File: config.mk
export PLATFORM = sky130hd
export DESIGN_NAME = dcm_loop_sched
export DESIGN_NICKNAME = d
export VERILOG_FILES = /design/src/rtl/dcm_pkg.sv /design/src/rtl/dcm_pwm_gen.sv /design/src/rtl/dcm_loop_sched.sv
export SDC_FILE = /design/constraint.sdc
export NUM_CORES = 1
export LEC_CHECK = 0
export ABC_AREA = 1
export ABC_CLOCK_PERIOD_IN_PS = 7800
export BUFFER_PORTS_ARGS = -buffer_cell sky130_fd_sc_hd__buf_4
export CORE_MARGIN = 4
export CORE_UTILIZATION = 53
export CTS_BUF_LIST = sky130_fd_sc_hd__clkbuf_8
export DETAILED_ROUTE_END_ITERATION = 12
export PLACE_DENSITY = 0.81
export SLEW_MARGIN = 10
export SYNTH_ARGS = -nofsm -noshare
export SYNTH_HDL_FRONTEND = slang
export SYNTH_SLANG_ARGS = --single-unit
File: constraint.sdc
create_clock -name clk -period 7.8 [get_ports clk]
set_clock_uncertainty 0.15 [all_clocks]
set_input_delay 0.78 -clock clk [delete_from_list [all_inputs] [get_ports clk]]
set_output_delay 0.78 -clock clk [all_outputs]
set_load 0.1 [all_outputs]
File: src/rtl/dcm_pkg.sv
// Shared types and constants for the dcmctrl loop sequencer.
// DCM_SCHED_DEADBAND_EN (see dcm_loop_sched) does not affect this package.
package dcm_pkg;

   typedef enum logic [1:0] {
      STOP = 2'd0,
      FWD  = 2'd1,
      REV  = 2'd2
   } dir_t;

   typedef enum logic [2:0] {
      IDLE  = 3'd0,
      FETCH = 3'd1,
      EVAL  = 3'd2,
      WB    = 3'd3,
      NEXT  = 3'd4
   } state_t;

   localparam int unsigned FLG_AT_TARGET = 0;
   localparam int unsigned FLG_FWD       = 1;
   localparam int unsigned FLG_REV       = 2;
   localparam int unsigned FLG_FAULT     = 3;
   localparam int unsigned FLG_OTW       = 4;
   localparam int unsigned FLG_OVERRUN   = 5;

endpackage

File: src/rtl/dcm_pwm_gen.sv
// Per-channel duty/direction storage, free-running PWM counter and registered
// motor outputs. Outputs are computed from the next-state duty/dir so a load
// shows up on the pins one clock after the loading cycle.
module dcm_pwm_gen
   import dcm_pkg::*;
#(
   parameter int unsigned NUM_CH = 6,
   parameter int unsigned SPD_W  = 8
) (
   input  logic              clk_i,
   input  logic              reset_i,
   input  logic              ld_i,
   input  logic [2:0]        ld_ch_i,
   input  logic [SPD_W-1:0]  ld_duty_i,
   input  dir_t              ld_dir_i,
   output dir_t              dir_o [NUM_CH],
   output logic [NUM_CH-1:0] motor_left_o,
   output logic [NUM_CH-1:0] motor_right_o
);

   logic [SPD_W-1:0]  pwm_q;
   logic [SPD_W-1:0]  duty_q [NUM_CH];
   logic [SPD_W-1:0]  duty_d [NUM_CH];
   dir_t              dir_q  [NUM_CH];
   dir_t              dir_d  [NUM_CH];
   logic [NUM_CH-1:0] left_q, left_d, right_q, right_d;

   always_comb begin
      duty_d  = duty_q;
      dir_d   = dir_q;
      left_d  = '0;
      right_d = '0;
      for (int unsigned c = 0; c < NUM_CH; c++) begin
         if (ld_i && (ld_ch_i == 3'(c))) begin
            duty_d[c] = ld_duty_i;
            dir_d[c]  = ld_dir_i;
         end
         right_d[c] = (dir_d[c] == FWD) && (pwm_q < duty_d[c]);
         left_d[c]  = (dir_d[c] == REV) && (pwm_q < duty_d[c]);
      end
   end

   always_ff @(posedge clk_i) begin
      if (reset_i) begin
         pwm_q   <= '0;
         duty_q  <= '{default: '0};
         dir_q   <= '{default: STOP};
         left_q  <= '0;
         right_q <= '0;
      end else begin
         pwm_q   <= pwm_q + 1'b1;
         duty_q  <= duty_d;
         dir_q   <= dir_d;
         left_q  <= left_d;
         right_q <= right_d;
      end
   end

   assign dir_o         = dir_q;
   assign motor_left_o  = left_q;
   assign motor_right_o = right_q;

endmodule

File: src/rtl/dcm_loop_sched.sv
// Control-loop sequencer: per tick, fetch/evaluate/write-back each channel.
// Optional macro DCM_SCHED_DEADBAND_EN widens the at-target window to +/-DEADBAND.
module dcm_loop_sched
   import dcm_pkg::*;
#(
   parameter int unsigned NUM_CH   = 6,
   parameter int unsigned POS_W    = 24,
   parameter int unsigned SPD_W    = 8,
   parameter int unsigned TICK_DIV = 1000,
   parameter int unsigned DEADBAND = 2
) (
   input  logic              clk,
   input  logic              reset,
   output logic              rd_req,
   output logic [2:0]        rd_ch,
   input  logic              rd_ack,
   input  logic [SPD_W-1:0]  rd_tgt_spd,
   input  logic [POS_W-1:0]  rd_tgt_pos,
   input  logic [POS_W-1:0]  rd_cur_pos,
   output logic              wr_req,
   output logic [2:0]        wr_ch,
   output logic [7:0]        wr_flags,
   input  logic              wr_ack,
   input  logic [NUM_CH-1:0] motor_fault,
   input  logic [NUM_CH-1:0] motor_otw,
   output logic [NUM_CH-1:0] motor_left,
   output logic [NUM_CH-1:0] motor_right,
   output logic              overrun
);

   localparam int unsigned TW = $clog2(TICK_DIV);

   state_t            state_q, state_d;
   logic [2:0]        ch_q, ch_d;
   logic [TW-1:0]     tick_q;
   logic              tick;
   logic              rd_req_q, rd_req_d, wr_req_q, wr_req_d;
   logic              overrun_q, overrun_d;
   logic [7:0]        flags_q, flags_d, flags_new;
   logic [SPD_W-1:0]  spd_q, duty_new;
   logic [POS_W-1:0]  tgt_q, cur_q;
   logic signed [POS_W:0] err;
   logic              at_tgt, fault, otw, ld;
   dir_t              req_dir, dir_new, prev_dir;
   dir_t              dir_w [NUM_CH];

   assign tick = (tick_q == TW'(TICK_DIV - 1));

   always_comb begin
      err   = $signed({tgt_q[POS_W-1], tgt_q}) - $signed({cur_q[POS_W-1], cur_q});
      fault = motor_fault[ch_q];
      otw   = motor_otw[ch_q];
      prev_dir = dir_w[ch_q];
`ifdef DCM_SCHED_DEADBAND_EN
      at_tgt = (err <= $signed((POS_W+1)'(DEADBAND))) &&
               (err >= -$signed((POS_W+1)'(DEADBAND)));
`else
      at_tgt = (err == '0);
`endif
      req_dir = at_tgt ? STOP : (err > 0) ? FWD : REV;
      dir_new = req_dir;
      if (fault || (spd_q == '0))
         dir_new = STOP;
      else if ((req_dir != STOP) && (prev_dir != STOP) && (req_dir != prev_dir))
         dir_new = STOP; // reversal passes through STOP for one loop pass
      duty_new = fault ? '0 : otw ? (spd_q >> 1) : spd_q;
      flags_new = '0;
      flags_new[FLG_AT_TARGET] = at_tgt;
      flags_new[FLG_FWD]       = (dir_new == FWD);
      flags_new[FLG_REV]       = (dir_new == REV);
      flags_new[FLG_FAULT]     = fault;
      flags_new[FLG_OTW]       = otw;
      flags_new[FLG_OVERRUN]   = overrun_q;
   end

   always_comb begin
      state_d   = state_q;
      ch_d      = ch_q;
      rd_req_d  = rd_req_q;
      wr_req_d  = wr_req_q;
      flags_d   = flags_q;
      overrun_d = overrun_q | (tick && (state_q != IDLE));
      ld        = 1'b0;
      case (state_q)
         IDLE: if (tick) begin
            state_d  = FETCH;
            ch_d     = '0;
            rd_req_d = 1'b1;
         end
         FETCH: if (rd_ack) begin
            rd_req_d = 1'b0;
            state_d  = EVAL;
         end
         EVAL: begin
            ld       = 1'b1;
            flags_d  = flags_new;
            wr_req_d = 1'b1;
            state_d  = WB;
         end
         WB: if (wr_ack) begin
            wr_req_d = 1'b0;
            state_d  = NEXT;
         end
         NEXT: begin
            if (ch_q == 3'(NUM_CH - 1)) begin
               state_d = IDLE;
            end else begin
               ch_d     = ch_q + 3'd1;
               rd_req_d = 1'b1;
               state_d  = FETCH;
            end
         end
         default: state_d = IDLE;
      endcase
   end

   always_ff @(posedge clk) begin
      if (reset) begin
         state_q   <= IDLE;
         ch_q      <= '0;
         tick_q    <= '0;
         rd_req_q  <= 1'b0;
         wr_req_q  <= 1'b0;
         overrun_q <= 1'b0;
         flags_q   <= '0;
         spd_q     <= '0;
         tgt_q     <= '0;
         cur_q     <= '0;
      end else begin
         state_q   <= state_d;
         ch_q      <= ch_d;
         tick_q    <= tick ? '0 : tick_q + 1'b1;
         rd_req_q  <= rd_req_d;
         wr_req_q  <= wr_req_d;
         overrun_q <= overrun_d;
         flags_q   <= flags_d;
         if ((state_q == FETCH) && rd_ack) begin
            spd_q <= rd_tgt_spd;
            tgt_q <= rd_tgt_pos;
            cur_q <= rd_cur_pos;
         end
      end
   end

   dcm_pwm_gen #(
      .NUM_CH (NUM_CH),
      .SPD_W  (SPD_W)
   ) u_pwm (
      .clk_i         (clk),
      .reset_i       (reset),
      .ld_i          (ld),
      .ld_ch_i       (ch_q),
      .ld_duty_i     (duty_new),
      .ld_dir_i      (dir_new),
      .dir_o         (dir_w),
      .motor_left_o  (motor_left),
      .motor_right_o (motor_right)
   );

   assign rd_req   = rd_req_q;
   assign rd_ch    = ch_q;
   assign wr_req   = wr_req_q;
   assign wr_ch    = ch_q;
   assign wr_flags = flags_q;
   assign overrun  = overrun_q;

endmodule

Word level (Yosys, flattened, before mapping)
Cells that the tools add are included.
{"block": "classes", "addsub": 4, "n_mul": 0, "div_mod_pow": 0, "order_cmp": 9, "eq_ne": 29, "shifts": 0, "n_mux": 40, "bitwise_logic": 2, "reduce_logical": 38}
{"operator": "8-bit two-way mux", "count": 8}
{"operator": "8-bit < comparator", "count": 6}
{"operator": "25-bit by 1-bit > comparator with 1-bit output (second input constant)", "count": 1}
{"operator": "25-bit logical NOT", "count": 1}
{"operator": "24-bit by 24-bit subtractor with 25-bit output", "count": 1}
{"operator": "2-bit two-way mux", "count": 12}
{"operator": "1-bit logical AND", "count": 22}
{"operator": "3-bit two-way mux", "count": 5}
{"operator": "3-bit case mux with 5 select lines", "count": 1}
{"operator": "2-bit by 1-bit equality test with 1-bit output (second input constant)", "count": 7}
{"operator": "2-bit equality test (second input constant)", "count": 7}
{"operator": "3-bit by 2-bit equality test with 1-bit output (second input constant)", "count": 4}
{"operator": "10-bit by 1-bit adder with 10-bit output (second input constant)", "count": 1}
{"operator": "10-bit equality test (second input constant)", "count": 1}
{"operator": "3-bit equality test (second input constant)", "count": 3}
{"operator": "8-bit by 1-bit adder with 8-bit output (second input constant)", "count": 1}
{"operator": "8-bit logical NOT", "count": 1}
{"operator": "1-bit two-way mux", "count": 8}
{"operator": "2-bit != test (second input constant)", "count": 4}
{"operator": "2-bit nonzero test", "count": 4}
{"operator": "1-bit binary-select mux with 3-bit select", "count": 2}
{"operator": "2-bit binary-select mux with 3-bit select", "count": 1}
{"operator": "3-bit by 1-bit equality test with 1-bit output (second input constant)", "count": 2}
{"operator": "3-bit logical NOT", "count": 2}
{"operator": "15 further kinds", "count": 17}
{"block": "word_totals", "regBits": 161, "latchBits": 0, "ram_bits": 0, "mem_bits_ro": 0, "input_bits": 72, "word_cells": 147, "mem_count": 0}

Longest topological paths before layout
{"block": "depth", "ltp_word": 12, "mapped_depth": 22, "depth_no_buf": 22}

Modules after synthesis
Synthesis repeated with hierarchy kept, for this count alone.
{"block": "hier_totals", "cells_unflattened": 1315, "hier_area_um2": 9120.0}
{"mod": "dcm_loop_sched", "n_inst": 1, "cells_per_inst": 870, "area_per_inst_um2": 5287.6, "seq_area_each_um2": 1621.6}
{"mod": "dcm_pwm_gen", "n_inst": 1, "cells_per_inst": 445, "area_per_inst_um2": 3832.4, "seq_area_each_um2": 1601.5}

Least setup slack after synthesis
No wires, ideal clock.
{"block": "synth_timing", "kind": "register to register", "startpoint": "register ch_q[0], in the netlist rd_ch[0]", "endpoint": "register u_pwm.left_q[2], in the netlist u_pwm.motor_left_o[2]", "arrival_ns": 3.298, "required_ns": 7.586, "path_slack_ns": 4.288, "path_stages_with_launch": 16, "period_less_slack_ns": 3.512, "path_cell_list": "dfxtp_1 -> buf_4 -> inv_2 -> o21ai_0 -> nand2_1 -> nand2_1 -> nand2_1 -> buf_2 -> nor3_1 -> mux2i_1 -> ha_1 -> a21oi_1 -> o21ai_0 -> a21oi_1 -> nand3_1 -> nor2_1"}
{"block": "synth_between", "elab_chain_cells": 12, "word_cells_on_any_way": 24, "cone_classes": "order compare (1); eq/ne (3); mux (13); bitwise (1); reduce/logical (6)"}
{"item": "start: declaration", "line": "dcm_loop_sched.sv:34", "source": "logic [2:0] ch_q, ch_d;"}
{"item": "start signal: assignment", "line": "dcm_loop_sched.sv:131", "source": "ch_q <= ch_d;"}
{"item": "parallel branches: the longest is 11 deep, another holds 8-bit < comparator"}
{"item": "1-bit logical AND (*)", "line": "dcm_pwm_gen.sv:39", "source": "left_d[c] = (dir_d[c] == REV) && (pwm_q < duty_d[c]);"}
{"item": "end signal: assignment", "line": "dcm_pwm_gen.sv:54", "source": "left_q <= left_d;"}
{"item": "end: declaration", "line": "dcm_pwm_gen.sv:26", "source": "logic [NUM_CH-1:0] left_q, left_d, right_q, right_d;"}
Mark *: on every way between the ends. The select of a mux whose other input is x is not followed.
A chain may end at the register's enable or synchronous reset.

Final worst setup path
Ends and elaborated chain as after synthesis.

==> out/metrics.cfg <==
[timing]
finalSetupViolCount = 0
hold_slack_ns = 0.313
rsz0062_at_grt = false
final.period_utilization = 0.503
setup_ws_ns = 3.87
slew_violations = 0
worst_pin_slew_ns = 0.888
post-route-min-period_ns = 3.93
hold_viol_final = 0
maxSlewHeadroom = 0.402
fmax_mhz = 255
tns_ns = 0

[worst_setup_path]
cpPeakStageDelay_ns = 0.79
critPathKind = reg2reg
worstPathMaxFanout = 22
cpMostUsedCell = a21oi_1
rrSetupSlack_ns = 3.87
cp-start-kind = flop
reg2reg_depth = 12
cp_slowest_cell = nor3_1
worstPathCellList = inv_2, o21a_1, o21ai_1, nand2_1, nor3_1, mux2i_1, ha_1, a21oi_1, o21ai_0, a21oi_1, nand3_1, nor2_1
cp.required_ns = 8.05
worstReg2RegStart = rd_ch[0]
end_kind = flop
r2r_end = u_pwm.motor_left_o[2]
worstPathArrival_ns = 4.18

[floorplanning]
die_h_um = 140
die_area_um2 = 19600
rows = 47
initial_core_util = 0.548
pin_count = 101
die_x_um = 140
core_area_um2 = 16800

[power_and_ir_drop]
power.density_nw_per_um2 = 229
p_sw_frac = 0.379
p_switching_mw = 0.915
p_comb_frac = 0.344
vdd_ir_drop_max_v = 0.000164
clkPwrFrac = 0.288
power_leakage_nw = 5.27
p_seq_frac = 0.368
p_int_mw = 1.50

[yosys]
syn_avg_cell_area_um2 = 6.61
yosys.area.top_type = dfxtp_1
synth_cell_types = 40
synth_edf_count = 0
synth_largest_type_area_fraction = 0.350
yosys_warnings = 0
synth_area_leaders = dfxtp_1 (35%), nand2_1 (13%), ha_1 (9.9%)
yosys_register_bits = 161
ys.flop_type = dfxtp_1
synthCells = 1395
yosysMostFrequentCell = nand2_1
async_reset_ff_frac = 0
seq_area_frac_synth = 0.350
ys_top_cells_by_count = nand2_1 (319), inv_1 (194), nor2_1 (194)
netlist_area_um2 = 9220

[job]
maxCapViolations = 0

[drt]
m1WireLength_um = 10500
dr_wl_met2_um = 11600
drt_wl_total_um = 24300
wl_per_cell_um = 14.2
drt_iter0_markers = 691
wl_met3_um = 1630
firstDrtPassIters = 5
highest_layer = met4
drc = 0
drtAntennaViolNets = 0
vias = 9034
viasPerCell = 5.30

[global_routing]
overflow = 0
grt_util_all_layers = 0.249
grt_max_degree = 78
antenna_found_initial = 0
grt_pass1_wl_um = 40600
first_global_vias = 8598

[hold_path]
min_to = tick_q[0]
holdPathStages = 1
hp-start = tick_q[0]
holdCritPathClass = reg2reg

[cts]
path_clk_slew_ns = 0.09
cts.sinks = 161
numCtsBuffers = 17
cts_buffer_depth = 2
cts_max_level = 4
post-cts-setup-buffer-count = 0
clk_latency_ns = 0.47
cts_repair_resize_count = 0
tritoncts = built
cts_root_buf = clkbuf_8
postCtsHoldBufs = 0

[place]
numPortBuffers = 98
dp_hpwl_um = 17900
gp_congestion = 0.928
dp_slack_ns = 4.03
placed_cell_area_um2 = 10100

[run_status]
outcome = complete, no violations

[layout]
final_nets = 1619
drive_gt1_frac = 0.111
n_antenna_cell = 0
postLayoutCellArea_um2 = 10500
area_growth_pct = 14.1

through the flow:
step                      std cells  total power, mW   util
after global routing           1704             2.56  0.626
final                          1704             2.41  0.626
after floorplan                1396             1.52      -
after CTS                      1704             2.41  0.626
after detailed placement       1675             1.72  0.600
after global placement         1675             1.70  0.600
registers in the layout (all words and copies together), names as in the netlist:
name,flops
cur_q,24
overrun,1
rd_ch,3
rd_req,1
spd_q,8
state_q,3
tgt_q,24
tick_q,10
u_pwm.dir_o,12
u_pwm.duty_q,48
u_pwm.motor_left_o,6
u_pwm.motor_right_o,6
u_pwm.pwm_q,8
wr_flags,6
wr_req,1
kinds of logic (layout without fill, tap and decap cells):
group           Yosys count  after routing  share of synthesized area
simple gates            660            660                      0.301
compound gates          246            246                      0.137
buf+inv                 245            333                      0.103
flops                   161            161                      0.350
fa+ha+maj                73             73                     0.0991
mux                       6              6                    0.00652
xor+xnor                  3              3                    0.00285
other cells               1              2                   0.000407
power groups by stage:
stage               clock [mW]  sequential (mW)  combinational [mW]
global route             0.738            0.891               0.928
detailed placement           0            0.905               0.813
floorplan                    0            0.952               0.569
finish                   0.695            0.886               0.829
global placement             0            0.904               0.801
CTS                      0.704            0.886               0.820
worst max path at each step:
stage / startpoint / depth (start not counted) / slack [ns] / end
final: rd_ch[0] / 12 / 3.87 / u_pwm.motor_left_o[2]
after global routing: rd_ch[0] / 14 / 3.48 / u_pwm.motor_left_o[5]
after CTS: rd_ch[0] / 12 / 3.98 / u_pwm.motor_left_o[5]
after detailed placement: rd_ch[0] / 13 / 4.03 / u_pwm.motor_left_o[0]
after global placement: rd_ch[0] / 14 / 4.11 / u_pwm.motor_left_o[5]
after floorplan: rd_ch[0] / 15 / 4.29 / u_pwm.motor_left_o[2]
metal layers:
layer,track usage,vias up
met2,0.423,289
li1,-,4617
met3,0.0518,45
met5,0,-
met1,0.317,4083
met4,0.0780,0
worst max-delay path: cells and delay by family, from the launching register on:
| kind | cells | cell delay, ns |
|---|---|---|
| simple gates | 4 | 1.30 |
| compound gates | 5 | 0.81 |
| flops | 1 | 0.78 |
| fa+ha+maj | 1 | 0.37 |
| buf+inv | 1 | 0.23 |
| mux | 1 | 0.22 |
cell usage in the layout (no fill, tap or decap), drive strengths merged, types with 3 or more instances in the layout:
master and count:
nand2 324, nor2 199, mux2i 6, o21ai 134, dfxtp 161, and2 4, nor3 11, buf 104
clkbuf 18, nor3b 4, clkinv 5, inv 201, nand3 84, bufinv 5, nand4 19, ha 73
or2 13, a21oi 98, o21a 3
area by class of cell:
class / count / area [um^2]
Fill cell: 1581 / 6300
Multi-Input combinational cell: 990 / 5050
Sequential cell: 161 / 3220
Timing Repair Buffer: 104 / 781
Inverter: 200 / 751
Tap cell: 220 / 275
Clock buffer: 18 / 248
Clock inverter: 11 / 189
(Power assumes the default switching activity.)
